$ cat src/rtl/linear_output_accum.sv
// Recombines MSB-first radix bit-plane partial sums into class scores
// and runs a sequential argmax over the finished scores.
module linear_output_accum #(
  parameter int CHANNELS_OUT = 10,
  parameter int SUM_BITS     = 10,
  parameter int ACT_BITS     = 3,
  parameter int ACC_BITS     = SUM_BITS + ACT_BITS,
  parameter int CH_W         = $clog2(CHANNELS_OUT)
) (
  input  logic                clk,
  input  logic                rst_n,
  input  logic                start,
  input  logic                sum_valid,
  input  logic [SUM_BITS-1:0] sum_data,
  output logic                sum_ready,
  output logic                busy,
  output logic                done,
  output logic [CH_W-1:0]     class_idx,
  output logic [ACC_BITS-1:0] class_score
);

  localparam int PL_W = (ACT_BITS > 1) ? $clog2(ACT_BITS) : 1;
  localparam int EXT  = ACC_BITS - SUM_BITS;

  typedef enum logic [1:0] {
    IDLE,
    ACCUM,
    SCAN,
    DONE
  } state_t;

  state_t state;

  logic signed [ACC_BITS-1:0] acc [CHANNELS_OUT];
  logic signed [ACC_BITS-1:0] best;
  logic [CH_W-1:0]            best_idx;
  logic [CH_W-1:0]            ch_cnt;
  logic [CH_W-1:0]            scan_idx;
  logic [PL_W-1:0]            pl_cnt;

  logic                       xfer;
  logic                       last_ch;
  logic                       last_pl;
  logic                       last_scan;
  logic                       take;
  logic signed [ACC_BITS-1:0] sum_ext;
  logic signed [ACC_BITS-1:0] acc_sel;
  logic signed [ACC_BITS-1:0] acc_next;
  logic signed [ACC_BITS-1:0] scan_val;

  assign sum_ready = (state == ACCUM) && !start;
  assign busy      = (state == ACCUM) || (state == SCAN);
  assign xfer      = sum_valid && sum_ready;

  assign last_ch   = ch_cnt == CH_W'(CHANNELS_OUT - 1);
  assign last_pl   = pl_cnt == PL_W'(ACT_BITS - 1);
  assign last_scan = scan_idx == CH_W'(CHANNELS_OUT - 1);

  assign sum_ext  = {{EXT{sum_data[SUM_BITS-1]}}, sum_data};
  assign acc_sel  = acc[ch_cnt];
  assign acc_next = (acc_sel <<< 1) + sum_ext;

  // Strictly greater keeps the lowest index on ties.
  assign scan_val = acc[scan_idx];
  assign take     = (scan_idx == '0) || (scan_val > best);

  always_ff @(posedge clk) begin
    if (!rst_n) begin
      state       <= IDLE;
      done        <= 1'b0;
      class_idx   <= '0;
      class_score <= '0;
      best        <= '0;
      best_idx    <= '0;
      ch_cnt      <= '0;
      pl_cnt      <= '0;
      scan_idx    <= '0;
      for (int i = 0; i < CHANNELS_OUT; i++) begin
        acc[i] <= '0;
      end
    end else begin
      done <= 1'b0;
      if (start) begin
        state    <= ACCUM;
        best     <= '0;
        best_idx <= '0;
        ch_cnt   <= '0;
        pl_cnt   <= '0;
        scan_idx <= '0;
        for (int i = 0; i < CHANNELS_OUT; i++) begin
          acc[i] <= '0;
        end
      end else begin
        unique case (state)
          IDLE: begin
          end
          ACCUM: begin
            if (xfer) begin
              acc[ch_cnt] <= acc_next;
              if (last_ch) begin
                ch_cnt <= '0;
                if (last_pl) begin
                  pl_cnt   <= '0;
                  scan_idx <= '0;
                  state    <= SCAN;
                end else begin
                  pl_cnt <= pl_cnt + 1'b1;
                end
              end else begin
                ch_cnt <= ch_cnt + 1'b1;
              end
            end
          end
          SCAN: begin
            if (take) begin
              best     <= scan_val;
              best_idx <= scan_idx;
            end
            if (last_scan) begin
              class_idx   <= take ? scan_idx : best_idx;
              class_score <= take ? scan_val : best;
              done        <= 1'b1;
              scan_idx    <= '0;
              state       <= DONE;
            end else begin
              scan_idx <= scan_idx + 1'b1;
            end
          end
          DONE: begin
          end
        endcase
      end
    end
  end

endmodule

$ cat config.mk
export PLATFORM = sky130hd
export DESIGN_NAME = linear_output_accum
export DESIGN_NICKNAME = d
export VERILOG_FILES = /design/src/rtl/linear_output_accum.sv
export SDC_FILE = /design/constraint.sdc
export NUM_CORES = 1
export LEC_CHECK = 0
export CAP_MARGIN = 20
export CORE_MARGIN = 1
export CORE_UTILIZATION = 56
export DETAILED_ROUTE_END_ITERATION = 12
export PLACE_DENSITY = 0.84
export SLEW_MARGIN = 20
export SYNTH_ARGS = -nofsm -noshare
export SYNTH_HDL_FRONTEND = slang
export SYNTH_SLANG_ARGS = --single-unit
$ cat constraint.sdc
create_clock -name clk -period 3.98 [get_ports clk]
set_input_delay 0.796 -clock clk [delete_from_list [all_inputs] [get_ports clk]]
set_output_delay 0.796 -clock clk [all_outputs]
set_load 0.05 [all_outputs]
==> results.yml <==
run_status:
  status: "completed"
logic_synthesis:
  seq_area_frac_synth: 0.5616
  syn-cell-area_mm2: 0.01308
  yosysMostFrequentCell: "edfxtp_1"
  syn_inst: 953
  synthAdderAreaFrac: 0.02927
  syn_nets: 997
  ys_warn_count: 0
  synth_top_area_frac: 0.4775
  synth.area.top_cells: "edfxtp_1 (48%), mux4_2 (19%), dfxtp_1 (8.4%)"
  yosys.area_share.simple: 0.09689
  synth_compound_area_frac: 0.06341
  synthXorXnorAreaFrac: 0.01004
  ys_top_cells_by_count: "edfxtp_1 (208), nor2_1 (147), mux4_2 (109)"
  synth-edff-count: 208
  synth_area_per_cell_um2: 13.73
  synth.area.mux_share: 0.2062
  ys_ff_latch: 263
  synth_top_family_by_area: "multiplexers"
  ys_types: 54
  yosys_most_used_dff: "edfxtp_1"
  async_flop_share: 0
  yosys.area.top_type: "edfxtp_1"
power_and_ir_drop:
  leakagePower_nw: 5.421
  power_density_mw_per_mm2: 414.6
  fin_total_pwr_mw: 6.308
  ir_worst_vdd_mv: 0.4047
worst_setup_path:
  crit_path_max_fanout: 18
  worstPathArrival_ns: 4.10
  r2r_setup_slack_ns: 0.15
  start_kind: "flip-flop"
  reg2reg_depth: 12
  endpoint_kind: "flip-flop"
  path_class: "flip-flop to flip-flop"
  r2r_end: "acc[9][12]"
  worstPathRequired_ns: 4.25
floorplan:
  placementRows: 55
  chipWidth_um: 154.8
  fp.dieH_um: 154.8
  ios: 34
  die_area_mm2: 0.02398
  start_util: 0.5743
  coreArea_mm2: 0.02278
global_route:
  antenna_found_initial: 0
  grt-ovfl-total: 0
  grt_max_degree: 39
  grt_first_pass_wirelength_um: 51760
  grt_usage: 0.2967
  grt_pass1_vias: 8966
cts:
  cts_tree: "done"
  clockRootBuffer: "clkbuf_16"
  cts.sinks: 263
  clk_latency_ns: 0.55
  ctsHoldBuffers: 0
  cts.clk_slew.worst_paths_ns: 0.06
  htree_levels: 1
  clockBufferDepth: 3
  cts_inserted_buffers: 28
timing:
  period_share: 0.9636
  hold_ws_ns: 0.4570
  worst_slew_pin_slew_ns: 0.8858
  period_minus_slack_ns: 3.835
  setup_viol: 0
  relSlewSlack: 0.4080
  fmax_mhz: 260.8
  final-hold-violation-count: 0
  setup_tns_ns: 0
  skew_ns: 0.01244
  drv_slew: 0
worst_hold_path:
  whs_path_depth: 2
  hp-start: "best[5]"
  min_to: "best[5]"
  hp-class: "flip-flop to flip-flop"
detailed_routing:
  vias_per_cell: 6.542
  finalWirelength_um: 34710
  dr.pass1.iters: 7
  num_vias: 8878
  routedWlPerCell_um: 25.57
  drt_iter0_markers: 848
  ant_nets: 0
  drc: 0
layout:
  nets: 1067
  drive_gt1_frac: 0.2471
  n_antenna_cell: 0
  syn2layout_area_growth_pct: 16.32
  fin_util: 0.6680
  n_fill_cell: 1502
placement:
  gp_congestion: 0.8784
  port_buffers: 33
  hpwl_um: 22490
job:
  drv_cap: 0
cells in the final DEF (no fill, tap or decap), types with 6 or more instances in the layout:
master	Yosys	routed
a21o_1	7	7
edfxtp_1	208	208
ha_1	29	29
clkdlybuf4s50_1	0	33
nor2_2	9	9
a21oi_1	18	18
o21ai_0	22	22
a211oi_1	14	14
clkbuf_16	0	30
dfxtp_1	55	51
xnor2_1	7	7
buf_4	1	68
inv_1	28	28
a311oi_1	12	12
nand3_1	11	11
nor2_1	147	147
clkbuf_1	52	6
nand2_1	77	77
xor2_1	8	8
mux4_2	109	109
o21a_1	6	6
buf_12	0	8
nor2b_1	12	11
mux2i_1	19	19
a22oi_1	24	24
how the worst max path moves through the flow:
stage	depth (start not counted)	slack, ns	end	startpoint
after floorplan	13	0.09	acc[10][11]	flip-flop
after global placement	11	0.11	best_idx[3]	flip-flop
after detailed placement	12	0.12	acc[13][7]	flip-flop
after CTS	12	0.06	acc[12][7]	flip-flop
after global routing	12	-0.02	acc[9][12]	flip-flop
final	12	0.15	acc[9][12]	flip-flop
critical path: stages, from the launching register on:
cell,delay (ns)
dfxtp_4,0.46
buf_4,0.19
buf_12,0.20
mux4_2,0.52
mux4_2,0.50
ha_1,0.22
or3_1,0.41
o21a_1,0.19
o211ai_1,0.14
a31oi_1,0.18
xnor2_1,0.30
buf_12,0.19
nor2_1,0.05
final cells by class:
class	count	area, um^2	share of cell area
clock buffer	41	829.5	0.05452
clock inverter	10	147.6	0.009703
inverter	32	120.1	0.007894
multi-input combinational	587	5344	0.3512
sequential	263	7360	0.4837
tap	313	391.6	0.02574
timing repair buffer	111	1023	0.06726
through the flow:
step	area, um^2	std cells	worst slack (ns)
2_1_floorplan	13090	953	0.09365
3_3_place_gp	14140	1296	0.1086
3_5_place_dp	14170	1298	0.1211
4_1_cts	15140	1349	0.06313
5_1_grt	15220	1357	-0.02120
6_report	15220	1357	0.1451
cell families (layout without fill, tap and decap cells):
group           after synthesis  in the layout
fa+ha+maj                    30             30
mux                         130            130
buf+inv                     103            194
compound gates              121            121
xor+xnor                     15             15
flops                       263            263
simple gates                291            291
state kept, by name, indices dropped and copies added, names as in the netlist, named ones only:
signal / flops
done: 1
best: 13
pl_cnt: 2
ch_cnt: 4
state: 2
best_idx: 4
acc: 208
class_idx: 4
scan_idx: 4
class_score: 13
power by group:
group          leakage [nW]  internal, mW  switching (mW)
sequential             2.59          3.05          0.0312
clock                 0.483          1.70            1.06
combinational          2.34         0.184           0.295
per-layer routing:
| metal | global-route usage | up-vias | part of all wire |
|---|---|---|---|
| li1 | - | 3780 | - |
| met1 | 0.3709 | 4348 | 0.35 |
| met2 | 0.4872 | 613 | 0.48 |
| met3 | 0.07313 | 137 | 0.12 |
| met4 | 0.1447 | 0 | 0.052 |
| met5 | 0 | - | 0 |
timing repair:
action / in CTS / in global routing
gates resized for setup: 0 / 3
setup endpoints to repair: 0 / 65
buffers inserted: 0 / 8
No activity file was read; power rests on OpenSTA's default activity.
